File: src/rtl/mul_share_pkg.sv
// Shared widths and requester-ID type for the multiplier-sharing arbiter.
package mul_share_pkg;

    localparam int MUL_W   = 16;
    localparam int PROD_W  = 32;
    localparam int MAX_REQ = 8;

    typedef logic [$clog2(MAX_REQ)-1:0] req_id_t;

endpackage

File: src/rtl/mul_tag_fifo.sv
// Synchronous tag FIFO; pointers carry one extra wrap bit to tell full from empty.
module mul_tag_fifo #(
    parameter int DEPTH = 8,
    parameter int W     = 3
) (
    input  logic         clk,
    input  logic         rst_n,
    input  logic         push,
    input  logic         pop,
    input  logic [W-1:0] din,
    output logic         full,
    output logic         empty,
    output logic [W-1:0] head
);

    localparam int AW = (DEPTH > 1) ? $clog2(DEPTH) : 1;

    logic [AW:0]  wr_ptr;
    logic [AW:0]  rd_ptr;
    logic [W-1:0] mem [DEPTH];

    assign empty = (wr_ptr == rd_ptr);
    assign full  = (wr_ptr[AW] != rd_ptr[AW]) && (wr_ptr[AW-1:0] == rd_ptr[AW-1:0]);
    assign head  = mem[rd_ptr[AW-1:0]];

    always_ff @(posedge clk or negedge rst_n) begin
        if (!rst_n) begin
            wr_ptr <= '0;
            rd_ptr <= '0;
        end else begin
            if (push && !full) begin
                wr_ptr <= wr_ptr + (AW+1)'(1);
            end
            if (pop && !empty) begin
                rd_ptr <= rd_ptr + (AW+1)'(1);
            end
        end
    end

    always_ff @(posedge clk) begin
        if (push && !full) begin
            mem[wr_ptr[AW-1:0]] <= din;
        end
    end

endmodule

File: src/rtl/mul_share_arbiter.sv
// Round-robin sharing of one pipelined 16x16 multiplier among NUM_REQ requesters;
// a tag FIFO routes each product back to the requester that issued it.
module mul_share_arbiter
    import mul_share_pkg::*;
#(
    parameter int NUM_REQ   = 4,
    parameter int TAG_DEPTH = 8
) (
    input  logic                     clk,
    input  logic                     rst_n,
    input  logic [NUM_REQ-1:0]       req_valid,
    input  logic [NUM_REQ*MUL_W-1:0] req_a,
    input  logic [NUM_REQ*MUL_W-1:0] req_b,
    output logic [NUM_REQ-1:0]       req_ready,
    output logic [NUM_REQ-1:0]       rsp_valid,
    output logic [PROD_W-1:0]        rsp_data,
    output logic [MUL_W-1:0]         mul_a,
    output logic [MUL_W-1:0]         mul_b,
    output logic                     mul_en_in,
    input  logic                     mul_en_out,
    input  logic [PROD_W-1:0]        mul_out,
    output logic                     busy,
    output logic                     err_underflow
);

    req_id_t              last_grant;
    req_id_t              grant_id;
    req_id_t              tag_head;
    logic                 grant_found;
    logic                 accept;
    logic                 tag_full;
    logic                 tag_empty;
    logic                 tag_pop;
    logic [MUL_W-1:0]     sel_a;
    logic [MUL_W-1:0]     sel_b;
    logic [NUM_REQ-1:0]   rsp_sel;

    // Search order starts just after the previous winner and wraps once around.
    always_comb begin
        grant_found = 1'b0;
        grant_id    = last_grant;
        for (int unsigned off = 1; off <= NUM_REQ; off++) begin
            for (int unsigned i = 0; i < NUM_REQ; i++) begin
                if (!grant_found && req_valid[i] && (i == (32'(last_grant) + off) % NUM_REQ)) begin
                    grant_found = 1'b1;
                    grant_id    = req_id_t'(i);
                end
            end
        end
    end

    always_comb begin
        req_ready = '0;
        sel_a     = '0;
        sel_b     = '0;
        for (int unsigned i = 0; i < NUM_REQ; i++) begin
            if (32'(grant_id) == i) begin
                req_ready[i] = grant_found & ~tag_full;
                sel_a        = req_a[i*MUL_W +: MUL_W];
                sel_b        = req_b[i*MUL_W +: MUL_W];
            end
        end
    end

    always_comb begin
        rsp_sel = '0;
        for (int unsigned i = 0; i < NUM_REQ; i++) begin
            rsp_sel[i] = (32'(tag_head) == i);
        end
    end

    assign accept  = |req_ready;
    assign tag_pop = mul_en_out & ~tag_empty;
    assign busy    = ~tag_empty;

    always_ff @(posedge clk or negedge rst_n) begin
        if (!rst_n) begin
            mul_a         <= '0;
            mul_b         <= '0;
            mul_en_in     <= 1'b0;
            last_grant    <= req_id_t'(NUM_REQ - 1);
            rsp_valid     <= '0;
            rsp_data      <= '0;
            err_underflow <= 1'b0;
        end else begin
            mul_en_in <= accept;
            if (accept) begin
                mul_a      <= sel_a;
                mul_b      <= sel_b;
                last_grant <= grant_id;
            end
            rsp_valid <= tag_pop ? rsp_sel : '0;
            if (tag_pop) begin
                rsp_data <= mul_out;
            end
            if (mul_en_out && tag_empty) begin
                err_underflow <= 1'b1;
            end
        end
    end

    mul_tag_fifo #(
        .DEPTH (TAG_DEPTH),
        .W     ($bits(req_id_t))
    ) u_tag_fifo (
        .clk   (clk),
        .rst_n (rst_n),
        .push  (accept),
        .pop   (tag_pop),
        .din   (grant_id),
        .full  (tag_full),
        .empty (tag_empty),
        .head  (tag_head)
    );

endmodule

File: config.mk
export PLATFORM = sky130hd
export DESIGN_NAME = mul_share_arbiter
export DESIGN_NICKNAME = d
export VERILOG_FILES = /design/src/rtl/mul_share_pkg.sv /design/src/rtl/mul_tag_fifo.sv /design/src/rtl/mul_share_arbiter.sv
export SDC_FILE = /design/constraint.sdc
export NUM_CORES = 1
export LEC_CHECK = 0
export CORE_MARGIN = 2
export CORE_UTILIZATION = 42
export CTS_CLUSTER_SIZE = 16
export DETAILED_ROUTE_END_ITERATION = 10
export PLACE_DENSITY = 0.94
export SKIP_LAST_GASP = 1
export SLEW_MARGIN = 0
export SYNTH_ARGS = -nofsm -noshare
export SYNTH_HDL_FRONTEND = slang
export SYNTH_SLANG_ARGS = --single-unit
File: constraint.sdc
create_clock -name clk -period 2.4 [get_ports clk]
set_input_delay 0.48 -clock clk [delete_from_list [all_inputs] [get_ports clk]]
set_output_delay 0.48 -clock clk [all_outputs]
set_load 0.03 [all_outputs]
==> results of run 1 <==
## placed cells by master, fill, tap and decap left out, types with 3 or more instances in the layout
master / instances
nand2_1: 15
mux4_2: 6
nor3_1: 6
dlygate4sd2_1: 3
nand3_1: 4
dfrtp_1: 79
clkbuf_16: 9
o21ai_0: 7
inv_1: 4
mux2_2: 35
nor2_1: 58
buf_4: 46
buf_6: 4
a21oi_1: 55
o221ai_1: 6
mux2i_1: 3
a221oi_1: 26
nor3b_2: 4
bufbuf_16: 4
and3_1: 6
edfxtp_1: 24
a211oi_1: 6
clkdlybuf4s50_1: 231
xnor2_1: 9
buf_12: 9
a211o_1: 26
## layer usage
| layer | up-vias | global-route usage [%] | part of all wire [%] |
|---|---|---|---|
| met1 | 2431 | 29.44 | 35 |
| met3 | 55 | 5.982 | 8.4 |
| met5 | - | 0 | 0 |
| li1 | 2248 | - | - |
| met4 | 0 | 12.28 | 2.8 |
| met2 | 313 | 47.73 | 53 |
## kinds of logic (layout without fill, tap and decap cells)
kind of cell	after synthesis	in the layout	share of synthesized area [%]
AOI/OAI and AO/OA	137	137	18.68
and+or+nand+nor	112	112	10.54
DFF	105	105	53.52
muxes	44	44	10.88
buffers and inverters	44	322	4.188
xor gates and xnor gates	10	10	1.705
adders and majority gates	2	2	0.4869
## state kept, by name (all words and copies together) (netlist names)
name / flops
err_underflow: 1
u_tag_fifo.wr_ptr: 4
mul_b: 16
u_tag_fifo.mem: 24
rsp_data: 32
last_grant: 3
rsp_valid: 4
u_tag_fifo.rd_ptr: 4
mul_en_in: 1
mul_a: 16
## through the flow
step                power, mW  worst slack, ps  hold WS (ps)  instance area (um2)
floorplan               6.916           -98.24         184.4                 5149
global placement        9.323           -526.5         464.1                 7971
CTS                     11.57            9.805         170.6                 8508
finish                  11.72            4.934         152.0                 8574
detailed placement      9.562           -597.7         466.9                 7971
global route            12.27           -62.42         198.0                 8574
## repair_timing
item                                    in CTS  in global routing
gates resized for setup                     34                 12
endpoints found under the setup margin      53                 11
cloned                                       4                  0
buffers inserted                             9                  4
pin swaps                                    5                  4
## final cells by class
class	instances	share of cell area [%]
clock buffer	11	2.948
clock inverter	5	0.4815
inverter	6	0.2627
multi-input combinational	305	26.31
sequential	105	32.07
tap	147	2.145
timing repair buffer	300	35.78
## worst paths after layout
kind / from / endpoint / slack [ps]
min: rst_n / mul_a[3] / 150
min reg2reg: err_underflow / err_underflow / 490
max reg2reg: last_grant[1] / mul_a[13] / 130
max: last_grant[1] / req_ready[2] / 5
max in group asynchronous: rst_n / rsp_data[28] / 1650
min in group clk: err_underflow / err_underflow / 490
## cell usage after synthesis (4+ instances only)
cell type   n  area share, %
mux4_2      6            2.6
o21ai_0     7           0.68
inv_1       5           0.37
xnor2_1     9            1.5
edfxtp_1   24             14
nor3b_1     4           0.58
a211o_1    26            4.4
a211oi_1    6           0.88
clkbuf_1   10           0.73
and3_1      6           0.73
buf_2      22            2.1
nor3_1      8           0.78
dfrtp_1    79             38
nand3_1     4           0.39
a21oi_1    55            5.4
nand2_1    16            1.2
nor2_1     58            4.2
o221ai_1    6            1.0
a221oi_1   26            4.4
mux2_2     35            7.7
## report_power, final
part / switching, mW / internal, mW
combinational: 3.81 / 3.36
clock: 0.683 / 0.778
sequential: 0.410 / 2.67
total: 4.91 / 6.82
==> flow_summary.toml, run 1 <==
[run_status]
status = "complete, no violations"

[logic_synthesis]
post_synth_inst_count = 454
synth_async_sr_flop_share_pct = 77.14
synth_edf_count = 24
ys_seq_elements = 105
synth.lib_cells_used.distinct = 49
synthesis.nets = 623
yosysWarnings = 0
syn_area_per_cell_um2 = 11.32
synth.cell_area_um2 = 5139
top_flip_flop_cell_by_instance_count_after_synthesis = "dfrtp_1"
yosysSeqAreaShare_pct = 53.52

[timing]
setup_violations = 0
fin_skew_ps = 17.63
fin_crit_sh_pct = 99.79
final_hold_violations = 0
achievable-frequency_ghz = 0.4175
timing.slew.headroom_pct = 55.22
rsz0062_at_grt = "yes"
fin_tns_setup_ps = 0
tightest_slew_ps = 662.3
post-route-min-period_ps = 2395
drv_slew = 0

[floorplan]
floorplan.core_area_um2 = 11960
floorplan.io_pins = 242
num_rows = 40
floorplan.die.height_um = 114.6
dieArea_um2 = 13140
starting_density_of_the_core_pct = 42.96
die_x_um = 114.6

[finish]
finalNetCount = 896
final_util_pct = 71.68
fraction_of_layout_cells_with_a_size_suffix_above_1_pct = 19.81
antenna_cells = 0
seqCellArea_um2 = 2750
nFillCells = 796
finalNonFillerCells = 879
area_used_by_multi_input_combinational_logic_um2 = 2256
area_delta_synth_final_pct = 66.86

[setup_path]
critical_path.n_buffers_inverters = 3
worst_path_max_delay_cell = "dfstp_2"
element_type_at_the_critical_path_start = "flip-flop"
worst_setup_path_end_kind = "output port"
cp_num_cells = 6
worst-endpoint-required_ps = 1920
critPathMaxFanout = 5
critPathArrivalTime_ps = 1920
worst_path_dominant_cell_family = "simple AND/OR/NAND/NOR gates"
worstPathCellList = "buf_6 -> nor3b_1 -> or3_4 -> buf_12 -> nor3_4 -> buf_6"
timing.setup.critical_path_class = "flip-flop to output port"
r2r.worst_path.cells = 9
most_prevalent_standard_cell_on_the_critical_path = "buf_6"
critPathMaxStageDelay_ps = 550

[placed_design]
place.gp.congestion = 0.8934
place.detailed.instances = 846
dp.final_hpwl_mm = 12.02
buffer_ports.inserted = 241

[detailed_routing]
vias_per_cell = 5.742
drc = 0
detail-route-antenna-nets = 0
dr.pass1.iters = 5
final_routed_wirelength_across_all_metal_layers_mm = 17.74
dr_total_vias = 5047
detailed_route_wire_length_per_cell_um = 20.18
first_iter_violations = 376

[clock_network]
clock_latency_ps = 350
numClockSinks = 105
cts_tree = "built"
holdBufCountCts = 0
cts_buffers = 9
cts_root_buf = "clkbuf_16"
cts.htree.levels = 3
cts.clk_slew.worst_paths_ps = 70
cts_max_path_buffers = 2

[flow_run]
maxCapViolations = 0

[grt]
largest_net_degree_at_the_start_of_global_routing = 46
antenna_found_initial = 0
grt_pass1_vias = 5309
grt_pass1_wl_mm = 26.74
globalRoute.totalOverflow = 0
grt.total_usage_pct = 26.43

[worst_hold_path]
timing.hold.worst.class = "primary input to async pin"

[pwr]
power_dens_cells_nw_per_um2 = 1367
ir_drop_mv = 0.6655
total_leakage_power_nw = 3.480
No activity file was read; power rests on OpenSTA's default activity.
==> inputs of run 2 (changes only) <==
- CORE_UTILIZATION: 42 -> 37
- PLACE_DENSITY: 0.94 -> 0.88
- clock period: 2.4 -> 2.1 ns (I/O delays scaled with it)
==> run 2 against run 1 <==
  * The run now ends with negative setup slack left
  * Global-route usage down 3.2 points
  * Die area up 13%
  * Flip-flop and latch count unchanged
  * Count of clock-buffer cells in the layout up 1
  * Critical path type unchanged
  * Largest cell class unchanged
  * Design area up 3.4%
  * Register-to-register slack worse by 160 ps
  * Sequential share of layout area down 1.1 points
  * Core utilization down 7.0 points
==> flow_summary.toml, run 2 (synthesis gave the netlist of run 1 again) <==
[run_status]
status = "complete, but fails checks"
failed_checks = "negative setup slack"

[clock_network]
holdBufCountCts = 0
cts_buffers = 9
cts_max_path_buffers = 2
cts.clk_slew.worst_paths_ps = 70
cts.htree.levels = 3
cts_root_buf = "clkbuf_16"
cts_tree = "built"
clock_latency_ps = 350
numClockSinks = 105

[finish]
layout.cells.most_common_list = "231 x clkdlybuf4s50_1, 79 x dfrtp_1, 57 x nor2_1"
antenna_cells = 0
finalNetCount = 902
final_common_cell = "clkdlybuf4s50_1"
register_name_with_the_most_flops = "rsp_data"
fraction_of_layout_cells_with_a_size_suffix_above_1_pct = 24.80
area_delta_synth_final_pct = 72.58
finalNonFillerCells = 918
largest_register_ffs = 32
nFillCells = 991
final_util_pct = 64.64
final_cell_area_um2 = 8869

[pwr]
ir_drop_mv = 0.7384
total_power_mw = 14.00
power_dens_cells_nw_per_um2 = 1578
total_leakage_power_nw = 3.565

[grt]
grt.total_usage_pct = 23.20
globalRoute.totalOverflow = 0
grt_pass1_wl_mm = 26.49
largest_net_degree_at_the_start_of_global_routing = 50
antenna_found_initial = 0
grt_pass1_vias = 5288

[setup_path]
critPathArrivalTime_ps = 1970
worst-endpoint-required_ps = 1680
timing.setup.critical_path_class = "flip-flop to output port"
critPathMaxFanout = 5
r2r.worst_path.cells = 7
worst_setup_path_end_kind = "output port"
element_type_at_the_critical_path_start = "flip-flop"

[floorplan]
floorplan.core_area_um2 = 13720
floorplan.die.height_um = 121.9
floorplan.io_pins = 242
num_rows = 43
starting_density_of_the_core_pct = 37.46
die_x_um = 121.9
dieArea_um2 = 14850

[detailed_routing]
detailed_route_wire_length_per_cell_um = 19.99
vias_per_cell = 5.585
dr.pass1.iters = 5
dr_total_vias = 5127
first_iter_violations = 379
detail-route-antenna-nets = 0
final_routed_wirelength_across_all_metal_layers_mm = 18.35
drc = 0

[timing]
fin_tns_setup_ps = -957.9
hold_ws_ps = 23.57
setup_violations = 11
final_hold_violations = 0
post-route-min-period_ps = 2394
drv_slew = 0
fin_skew_ps = 13.81
timing.slew.headroom_pct = 66.66
tightest_slew_ps = 498.8
rsz0062_at_grt = "yes"
final_critical_path_setup_slack_ps = -294.2
achievable-frequency_ghz = 0.4177
fin_crit_sh_pct = 114.0

[worst_hold_path]
timing.hold.worst.class = "primary input to async pin"

[placed_design]
place.detailed.instances = 879
place.gp.congestion = 0.7690
area_post_placement_um2 = 8020
dp.final_hpwl_mm = 11.69
buffer_ports.inserted = 241
post-place-ws_ps = -769.9

[flow_run]
maxCapViolations = 0
run 2: cell count changes in the layout (fill, tap and decap cells not counted), sizes merged:
| cell | previous run | this run |
|---|---|---|
| clkinv | 0 | 1 |
| buf | 60 | 64 |
| bufbuf | 4 | 2 |
| dlymetal6s2s | 1 | 0 |
| dlygate4sd2 | 3 | 1 |
| clkdlybuf4s15 | 1 | 0 |
| clkbuf | 11 | 20 |
| clkinvlp | 0 | 1 |
| inv | 11 | 8 |
run 2: repair_timing:
action	4_1_cts	5_1_grt
pin swaps	2	3
gates cloned	2	4
endpoints found under the setup margin	66	51
setup buffers	6	11
endpoints found under the hold margin	0	0
gates resized for setup	29	56
run 2: layer usage:
layer | GRT usage [%] | vias to the layer above | wire length (um)
met5 | 0 | - | 0
met4 | 11.57 | 0 | 819
met3 | 5.290 | 74 | 1511
li1 | - | 2264 | -
met2 | 41.90 | 320 | 9338
met1 | 25.49 | 2469 | 6683
run 2: critical path, cell delays in order, from the launching register on:
cell and delay, ps:
dfstp_2 600, buf_6 130, and3b_1 180, a311oi_2 270, o22a_1 230, nor2_1 50
buf_4 160
run 2: path summary, 6_finish.rpt:
kind	slack [ps]	start	to
setup / recovery	-290	last_grant[1]	req_ready[3]
hold / removal	20	rst_n	u_tag_fifo.rd_ptr[3]
setup reg to reg	-30	last_grant[1]	mul_a[13]
hold reg to reg	490	err_underflow	err_underflow
max in group asynchronous	1480	rst_n	rsp_data[23]
min in group clk	490	err_underflow	err_underflow
run 2: area by class of cell:
class | instances | area (um2) | share of cell area, %
repair buffers | 306 | 3126 | 35.24
clock buffers | 12 | 246.5 | 2.779
flip-flops and latches | 105 | 2750 | 31.01
well taps | 180 | 225.2 | 2.540
clock inverters | 4 | 33.78 | 0.3809
multi-input cells | 305 | 2461 | 27.75
inverters | 6 | 26.28 | 0.2963
run 2: report_power, final:
group	leakage (nW)	internal, mW	switching, mW	total (mW)
Sequential	1.17	3.06	0.498	3.55
Combinational	2.26	4.13	4.69	8.82
Clock	0.139	0.854	0.772	1.63
Total	3.57	8.04	5.96	14.0
